--- config.mk ---
export PLATFORM = sky130hd
export DESIGN_NAME = bin_ascii_tx
export DESIGN_NICKNAME = d
export VERILOG_FILES = /design/src/rtl/bin_ascii_tx.sv
export SDC_FILE = /design/constraint.sdc
export NUM_CORES = 1
export LEC_CHECK = 0
export CORE_MARGIN = 5
export CORE_UTILIZATION = 40
export CTS_BUF_LIST = sky130_fd_sc_hd__clkbuf_8
export DETAILED_ROUTE_END_ITERATION = 6
export GPL_TIMING_DRIVEN = 0
export PLACE_DENSITY = 0.68
export SLEW_MARGIN = 20
export SYNTH_ARGS = -nofsm -noshare
export SYNTH_HDL_FRONTEND = slang
export SYNTH_SLANG_ARGS = --single-unit
--- constraint.sdc ---
create_clock -name clk -period 1.83 [get_ports clk]
set_input_delay 0.2745 -clock clk [delete_from_list [all_inputs] [get_ports clk]]
set_output_delay 0.2745 -clock clk [all_outputs]
set_load 0.02 [all_outputs]
--- src/rtl/bin_ascii_tx.sv ---
// Prints one WIDTH-bit word per frame as ASCII '0'/'1' digits, MSB first, then a terminator.
// A flagged input word prints ERR_CHAR followed by the terminator instead of digits.
module bin_ascii_tx #(
  parameter int unsigned WIDTH    = 4,
  parameter logic [7:0]  NL_CHAR  = 8'h0A,
  parameter logic [7:0]  ERR_CHAR = 8'h45
) (
  input  logic             clk,
  input  logic             rst,
  input  logic             in_valid,
  output logic             in_ready,
  input  logic [WIDTH-1:0] in_data,
  input  logic             in_err,
  output logic             out_valid,
  input  logic             out_ready,
  output logic [7:0]       out_data,
  output logic             busy,
  output logic             frame_done
);

  // state | meaning
  // IDLE  | waiting for a word, in_ready high
  // BITS  | presenting digit bytes, cnt_q = digits left after the current one
  // ERR   | presenting ERR_CHAR for a flagged word
  // TERM  | presenting the terminator byte

  localparam int unsigned   CW       = (WIDTH > 1) ? $clog2(WIDTH) : 1;
  localparam logic [CW-1:0] CNT_LAST = CW'(WIDTH - 1);

  typedef enum logic [1:0] {IDLE, BITS, ERR, TERM} state_t;

  state_t           state_q, state_d;
  logic [WIDTH-1:0] shift_q, shift_d;
  logic [CW-1:0]    cnt_q, cnt_d;
  logic             out_valid_q, out_valid_d;
  logic [7:0]       out_data_q, out_data_d;
  logic             frame_done_q, frame_done_d;
  logic [WIDTH-1:0] shifted;
  logic             xfer;

  function automatic logic [7:0] digit(input logic b);
    return b ? 8'h31 : 8'h30;
  endfunction

  assign in_ready   = (state_q == IDLE);
  assign busy       = (state_q != IDLE);
  assign out_valid  = out_valid_q;
  assign out_data   = out_data_q;
  assign frame_done = frame_done_q;
  assign xfer       = out_valid_q && out_ready;
  assign shifted    = shift_q << 1;

  always_comb begin
    state_d      = state_q;
    shift_d      = shift_q;
    cnt_d        = cnt_q;
    out_valid_d  = out_valid_q;
    out_data_d   = out_data_q;
    frame_done_d = 1'b0;
    case (state_q)
      IDLE: begin
        if (in_valid) begin
          shift_d     = in_data;
          out_valid_d = 1'b1;
          if (in_err) begin
            state_d    = ERR;
            out_data_d = ERR_CHAR;
          end else begin
            state_d    = BITS;
            cnt_d      = CNT_LAST;
            out_data_d = digit(in_data[WIDTH-1]);
          end
        end
      end
      BITS: begin
        if (xfer) begin
          shift_d = shifted;
          if (cnt_q != '0) begin
            cnt_d      = cnt_q - CW'(1);
            out_data_d = digit(shifted[WIDTH-1]);
          end else begin
            state_d    = TERM;
            out_data_d = NL_CHAR;
          end
        end
      end
      ERR: begin
        if (xfer) begin
          state_d    = TERM;
          out_data_d = NL_CHAR;
        end
      end
      TERM: begin
        if (xfer) begin
          state_d      = IDLE;
          out_valid_d  = 1'b0;
          frame_done_d = 1'b1;
        end
      end
      default: state_d = IDLE;
    endcase
  end

  always_ff @(posedge clk) begin
    if (rst) begin
      state_q      <= IDLE;
      shift_q      <= '0;
      cnt_q        <= '0;
      out_valid_q  <= 1'b0;
      out_data_q   <= 8'h00;
      frame_done_q <= 1'b0;
    end else begin
      state_q      <= state_d;
      shift_q      <= shift_d;
      cnt_q        <= cnt_d;
      out_valid_q  <= out_valid_d;
      out_data_q   <= out_data_d;
      frame_done_q <= frame_done_d;
    end
  end

endmodule
; ---- After elaboration in Yosys (flattened, before gate mapping)
; Cells that the tools add are included.
; Widths: inputs -> output; s select.
[op_classes]
eq_ne = 10
n_bitwise = 1
n_mux = 27
n_reduce_logical = 13
add_sub_neg = 1
[op_table]
columns = cell, count
row1 = $mux 8, 3
row2 = $pmux 8 s3, 1
row3 = $mux 2, 10
row4 = $ne 2x2->1 const B, 7
row5 = $reduce_and 5->1, 2
row6 = $pmux 2 s4, 1
row7 = $reduce_bool 2->1, 4
row8 = $mux 7, 1
row9 = $mux 3, 2
row10 = $mux 6, 1
row11 = $pmux 3 s2, 1
row12 = $reduce_and 3->1, 2
row13 = $mux 1, 5
row14 = $eq 2x2->1 const B, 2
row15 = $pmux 2 s2, 1
row16 = $reduce_and 4->1, 1
row17 = $reduce_bool 3->1, 1
row18 = $eq 2x1->1 const B, 1
row19 = $logic_not 2->1, 1
row20 = $pmux 1 s2, 1
row21 = $reduce_or 2->1, 1
row22 = $sub 2x1->2 const B, 1
row23 = $logic_and 1x1->1, 1
row24 = $not 1->1, 1
[totals]
regBits = 17
elab_cells = 58

; ---- Depth between registers and ports, before layout
; Gate-level depths: netlist of the first run.
[depth]
depth_word = 4
depth_mapped = 7
depth_no_buf = 6

; ---- Least setup slack after synthesis of the first run
; OpenSTA, ideal clock, no wires.
[synth_timing]
path_type = flip-flop to flip-flop
from = register state_q[0]
to = register state_q[0]
path_stages_with_launch = 7
path_buffers = 0
synth_period_minus_slack_ns = 1.757
arrival_time_ns = 1.630
setup_ns = 0.128
slack_ns = 0.073
cell_sequence = dfxtp_1 > inv_1 > ha_1 > and2b_4 > a2111oi_4 > mux2i_1 > nor2_1
[synth_via]
elab_chain_cells = 3
word_cells_on_any_way = 11
[synth_lines]
columns = item, line_no
row1 = from (decl), 32  ; state_t state_q, state_d;
row2 = from (signal assigned), 113  ; state_q <= state_d;
row3 = $logic_not 2->1 *, -
row4 = via in_ready, 11  ; output logic in_ready,
row5 = $ne 2x2->1 (no line), -
row6 = $reduce_and 5->1 (no line), -
; Mark *: on every way through the listed nets, which the timed path passes. The rest lies on a longest branch.
; A chain may end at the register's enable or synchronous reset.

; ---- Worst setup path after layout of the first run
[layout_timing]
from = register state_q[0]
to = register state_q[0]
[layout_via]
elab_chain_cells = 3
word_cells_on_any_way = 11
[layout_lines]
columns = item, line_no
row1 = $eq 2x1->1 (tied with other cells), 60  ; case (state_q)
row2 = $ne 2x2->1 (no line), -
row3 = $reduce_and 5->1 (no line), -
; Several ways; a longest one is shown, not always the timed one.

==> results of run 1 <==
[power groups by stage]
stage / sequential (mW) / clock (mW) / combinational, mW
2_1_floorplan: 0.501 / 0 / 0.704
5_1_grt: 0.484 / 0.277 / 1.19
3_5_place_dp: 0.470 / 0 / 1.04
3_3_place_gp: 0.465 / 0 / 1.01
4_1_cts: 0.468 / 0.250 / 1.03
6_report: 0.470 / 0.244 / 1.08
[cells in the mapped netlist, drive strengths merged]
cell / instances
o211ai: 1
dfxtp: 13
a2bb2oi: 1
and2b: 1
conb: 1
a41o: 2
a211oi: 4
buf: 5
nand3b: 1
mux2i: 7
nand2b: 2
nand2: 5
nor3: 1
ha: 8
nor2b: 2
a2111oi: 1
clkbuf: 1
nor3b: 1
inv: 5
a22oi: 1
or2b: 1
nor2: 12
o22ai: 1
nand3: 1
a21o: 1
a21oi: 7
[logic make-up after synthesis]
family	Yosys count	synth area share, %
and+or+nand+nor	27	18.1
buffers and inverters	11	7.83
muxes	7	8.60
DFF	13	32.0
adders and majority gates	8	12.3
other	1	0.460
AOI/OAI and AO/OA	19	20.7
[path summary, 6_finish.rpt]
check | from | endpoint | slack (ns) | depth (start not counted)
worst max-delay path | state_q[0]$_SDFFE_PP0P_ | state_q[0]$_SDFFE_PP0P_ | 0.11 | 6
worst max register to register | state_q[0]$_SDFFE_PP0P_ | state_q[0]$_SDFFE_PP0P_ | 0.11 | 6
worst min register to register | shift_q[0]$_SDFFE_PP0P_ | shift_q[0]$_SDFFE_PP0P_ | 0.47 | 2
worst min-delay path | shift_q[0]$_SDFFE_PP0P_ | shift_q[0]$_SDFFE_PP0P_ | 0.47 | 2
[area by class of cell]
type,count,share of cell area [%]
sequential,13,23.9
multi-input combinational,62,44.4
tap,27,3.04
inverter,5,1.69
clock inverter,1,0.338
timing repair buffer,22,18.9
buffer,6,4.05
clock buffer,3,3.72
[layer usage]
metal  GRT usage (%)  share of wire, %  routed length (um)  up-vias
met5               0                 0                   0        -
met4            3.64              0.78                  13        0
met3            3.22               4.0                  67        2
met2            24.0                49                 821       13
met1            14.9                46                 769      301
li1                -                 -                   -      343
[critical path, delay by kind of cell (launching register included)]
kind | cells | cell delay [ns]
AO/OA/AOI/OAI | 1 | 0.40
flip-flops | 1 | 0.38
AND/OR/NAND/NOR | 2 | 0.26
adder cells (fa/ha/maj) | 1 | 0.24
multiplexers | 1 | 0.23
buffers and inverters | 1 | 0.08
[metrics by stage]
| step | utilization, % | worst slack, ns | hold WS [ns] | total power [mW] | area, um2 |
|---|---|---|---|---|---|
| 6_report | 57.2 | 0.113 | 0.467 | 1.79 | 1110 |
| 5_1_grt | 57.2 | 0.0243 | 0.506 | 1.95 | 1110 |
| 4_1_cts | 55.8 | 0.0359 | 0.472 | 1.75 | 1080 |
| 3_5_place_dp | 53.5 | -0.0622 | 0.463 | 1.51 | 1040 |
| 3_3_place_gp | 53.5 | 0.00484 | 0.459 | 1.47 | 1040 |
| 2_1_floorplan | - | 0.0725 | 0.351 | 1.21 | 815 |
[repair_timing]
| action | in CTS | in global routing |
|---|---|---|
| pin swaps | 2 | 2 |
| endpoints found under the setup margin | 9 | 7 |
| hold endpoints to repair | 0 | 0 |
| gates resized for setup | 4 | 3 |
| setup buffers | 0 | 3 |
| gates cloned | 0 | 0 |
[flip-flops by register name (all words and copies together), names as in the netlist]
signal      flops
out_data        4
frame_done      1
cnt_q           2
shift_q         3
state_q         2
out_valid       1
==> impl_metrics.yaml, run 1 <==
power_and_ir_drop:
  power.density_nw_per_um2: 1620
  leakagePower_nw: 0.470
  p_int_mw: 1.07
  p_sw_share_pct: 40.4
  power_frac_comb_pct: 60.2
  p_clk_share_pct: 13.6
  seqPwrFrac_pct: 26.2
  p_sw_mw: 0.726
  peakVddDrop_mv: 0.864
sta:
  max_freq_ghz: 0.582
  rsz0062_at_grt: "no"
  tns_ns: 0
  fin_crit_sh_pct: 93.8
  finalCriticalPeriod_ns: 1.72
  hold_viol_final: 0
  slew_violations: 0
  skew_ns: 0.00118
  final-setup-viol-count: 0
final_layout:
  diodes: 0
  multiInputGateArea_um2: 493
  final_cell_mix: "17 x clkdlybuf4s50_1, 12 x nor2_1, 11 x dfxtp_1"
  layout-drive-gt1-share_pct: 19.6
  seq_area_um2: 265
  fin_nets: 130
  area_growth_pct: 36.4
  fin_cells: 139
  nFillCells: 193
  final_common_cell: "clkdlybuf4s50_1"
route:
  drt_wl_total_mm: 1.67
  viasPerCell: 4.74
  drt_pre_antenna_iters: 4
  route.detailed.drc: 0
  ant_nets: 0
  drtIter0Drc: 15
  via_count: 659
  wl_per_cell_um: 12.0
status:
  status: "finished, final reports clean"
clock_tree:
  path_clk_slew_ns: 0.06
  cts_tree: "built"
  cts.sinks: 13
  numCtsBuffers: 3
  insertion_delay_ns: 0.23
  cts-root-buf: "clkbuf_8"
  hold_buffers: 0
  htree_num_levels: 1
  clockBufferDepth: 2
critical_path:
  crit_fanout: 6
  cp_slowest_cell: "a2111oi_4"
  required_ns: 1.94
  startpoint_type: "flip-flop"
  cp_slowest_stage_delay_ns: 0.40
  crit_type: "reg -> reg"
  crit_chain: "inv_1 > ha_2 > and2b_4 > a2111oi_4 > mux2i_1 > nor2_1"
  end_kind: "flip-flop"
  cp.arrival_ns: 1.82
global_route:
  grt_pass1_vias: 662
  grt.overflow.total: 0
  grt_max_degree: 11
  antenna_found_initial: 0
  grt_pass1_wl_mm: 2.80
  grt_use_total_pct: 13.1
logic_synthesis:
  ys_ff_latch: 13
  syn-instance-count: 86
  yosysTopAreaCellShare_pct: 32.0
  synth.net_count: 103
  yosys-top-cells-area: "dfxtp_1 32%, ha_1 12%, mux2i_1 8.6%"
  yosys_warnings: 0
  synth_top_area_cell: "dfxtp_1"
  syn_area_um2: 815
  synth.avg_cell_area_um2: 9.47
  synth_cell_types: 30
  yosysSeqAreaShare_pct: 32.0
floorplan:
  row_count: 16
  core_area_um2: 1940
  die_h_um: 55.1
  die-area_um2: 3040
  die_x_um: 55.1
  num_io_pins: 21
  initial_utilization_pct: 41.9
place:
  dp_hpwl_mm: 1.32
  port_buffers: 19
  place_inst: 132
  gp_congestion: 0.823
hold_path:
  min_path_type: "reg -> reg"
job:
  cap_violations: 0
Note: power is estimated with default switching activity, not from simulation.
==> inputs of run 2 (changes only) <==
Settings changed: PLACE_DENSITY 0.68 to 0.78.
==> run 2 against run 1 <==
  * Worst setup slack got worse by 0.027 ns
  * Via count rose by 5.0%
  * Register-to-register slack got worse by 0.03 ns
  * Utilization fell by 0.064 points
  * Sequential share of layout area fell by 0.20 points
  * Critical endpoint unchanged
  * Largest cell class unchanged
  * Critical path type unchanged
  * Clock skew rose by 0.0038 ns
==> impl_metrics.yaml, run 2 (synthesized netlist as in run 1, its figures left out) <==
final_layout:
  final_cell_mix: "17 x clkdlybuf4s50_1, 12 x nor2_1, 11 x dfxtp_1"
  area_growth_pct: 36.3
  fin_cells: 139
  layout-drive-gt1-share_pct: 20.5
  final_util_pct: 57.2
  fin_nets: 130
  final_common_cell: "clkdlybuf4s50_1"
  largest_reg_flops: 4
  diodes: 0
route:
  wl_per_cell_um: 12.1
  drt_wl_total_mm: 1.68
  via_count: 692
  viasPerCell: 4.98
  drt_pre_antenna_iters: 4
  drtIter0Drc: 7
  ant_nets: 0
  route.detailed.drc: 0
place:
  dp_hpwl_mm: 1.29
  port_buffers: 19
  gp_congestion: 0.780
  place_inst: 132
critical_path:
  crit_fanout: 7
  end_kind: "flip-flop"
  startpoint_type: "flip-flop"
  cp.arrival_ns: 1.86
  crit_type: "reg -> reg"
  required_ns: 1.94
floorplan:
  die_x_um: 55.1
  core_area_um2: 1940
  initial_utilization_pct: 41.9
  die-area_um2: 3040
  row_count: 16
  die_h_um: 55.1
  num_io_pins: 21
sta:
  slew_violations: 0
  max_freq_ghz: 0.573
  final-setup-viol-count: 0
  skew_ns: 0.00501
  hold_viol_final: 0
  finalCriticalPeriod_ns: 1.74
  fin_crit_sh_pct: 95.3
  rsz0062_at_grt: "no"
global_route:
  grt.overflow.total: 0
  grt_pass1_wl_mm: 2.89
  antenna_found_initial: 0
  grt_pass1_vias: 682
  grt_max_degree: 11
  grt_use_total_pct: 13.2
power_and_ir_drop:
  leakagePower_nw: 0.469
  power.density_nw_per_um2: 1630
  total_power_mw: 1.81
  peakVddDrop_mv: 0.888
job:
  cap_violations: 0
clock_tree:
  path_clk_slew_ns: 0.06
  htree_num_levels: 1
  insertion_delay_ns: 0.25
  numCtsBuffers: 3
  cts-root-buf: "clkbuf_8"
  hold_buffers: 0
  cts_tree: "built"
  cts.sinks: 13
  clockBufferDepth: 2
status:
  status: "finished, final reports clean"
hold_path:
  min_path_type: "reg -> reg"
run 2: changes by cell type in the layout (fill, tap and decap cells not counted):
cell      before  now
inv_1          5    4
dfxtp_4        1    0
dfxtp_2        1    2
clkinv_2       0    1
run 2: final timing paths:
kind         slack [ns]                       to  depth (start not counted)                    start
min                0.47  shift_q[0]$_SDFFE_PP0P_                          2  shift_q[0]$_SDFFE_PP0P_
max reg2reg        0.09  state_q[0]$_SDFFE_PP0P_                          7  state_q[1]$_SDFFE_PP0P_
min reg2reg        0.47  shift_q[0]$_SDFFE_PP0P_                          2  shift_q[0]$_SDFFE_PP0P_
max                0.09  state_q[0]$_SDFFE_PP0P_                          7  state_q[1]$_SDFFE_PP0P_
run 2: area by class of cell:
cell class | instances | area (um2)
inverters | 5 | 18.8
fillers | 178 | 832
clock inverters | 1 | 5.00
clock buffers | 3 | 41.3
flip-flops and latches | 13 | 263
well taps | 27 | 33.8
repair buffers | 22 | 210
multi-input cells | 62 | 493
plain buffers | 6 | 45.0
run 2: routing by layer:
layer | wire length [um] | share of wire (%) | global-route usage (%) | vias up
met5 | 0 | 0 | 0 | -
met2 | 788 | 47 | 20.5 | 19
met3 | 70 | 4.2 | 2.68 | 5
met4 | 35 | 2.1 | 6.07 | 0
li1 | - | - | - | 345
met1 | 785 | 47 | 17.5 | 323
run 2: repair_timing:
action / CTS / global route
setup endpoints to repair: 8 / 6
pin swaps: 0 / 2
setup buffers: 0 / 3
gates resized for setup: 4 / 2
run 2: worst max-delay path, stage by stage, from the launching register on:
cell	delay (ns)
dfxtp_2	0.38
inv_2	0.07
ha_1	0.19
buf_6	0.14
nor2b_2	0.16
a2111oi_4	0.39
mux2i_1	0.23
nor2_1	0.05
run 2: stage by stage:
stage | TNS, ns | cell area, um2 | hold WS (ns) | setup WS (ns)
2_1_floorplan | 0 | 815 | 0.351 | 0.0725
3_3_place_gp | 0 | 1040 | 0.459 | 0.0155
3_5_place_dp | -0.0910 | 1040 | 0.469 | -0.0386
4_1_cts | 0 | 1080 | 0.479 | 0.0316
5_1_grt | 0 | 1110 | 0.512 | 0.00607
6_report | 0 | 1110 | 0.473 | 0.0856
run 2: power by group:
group | leakage, nW | internal (mW) | switching (mW)
sequential | 0.108 | 0.388 | 0.0811
combinational | 0.335 | 0.530 | 0.544
clock | 0.0255 | 0.151 | 0.111
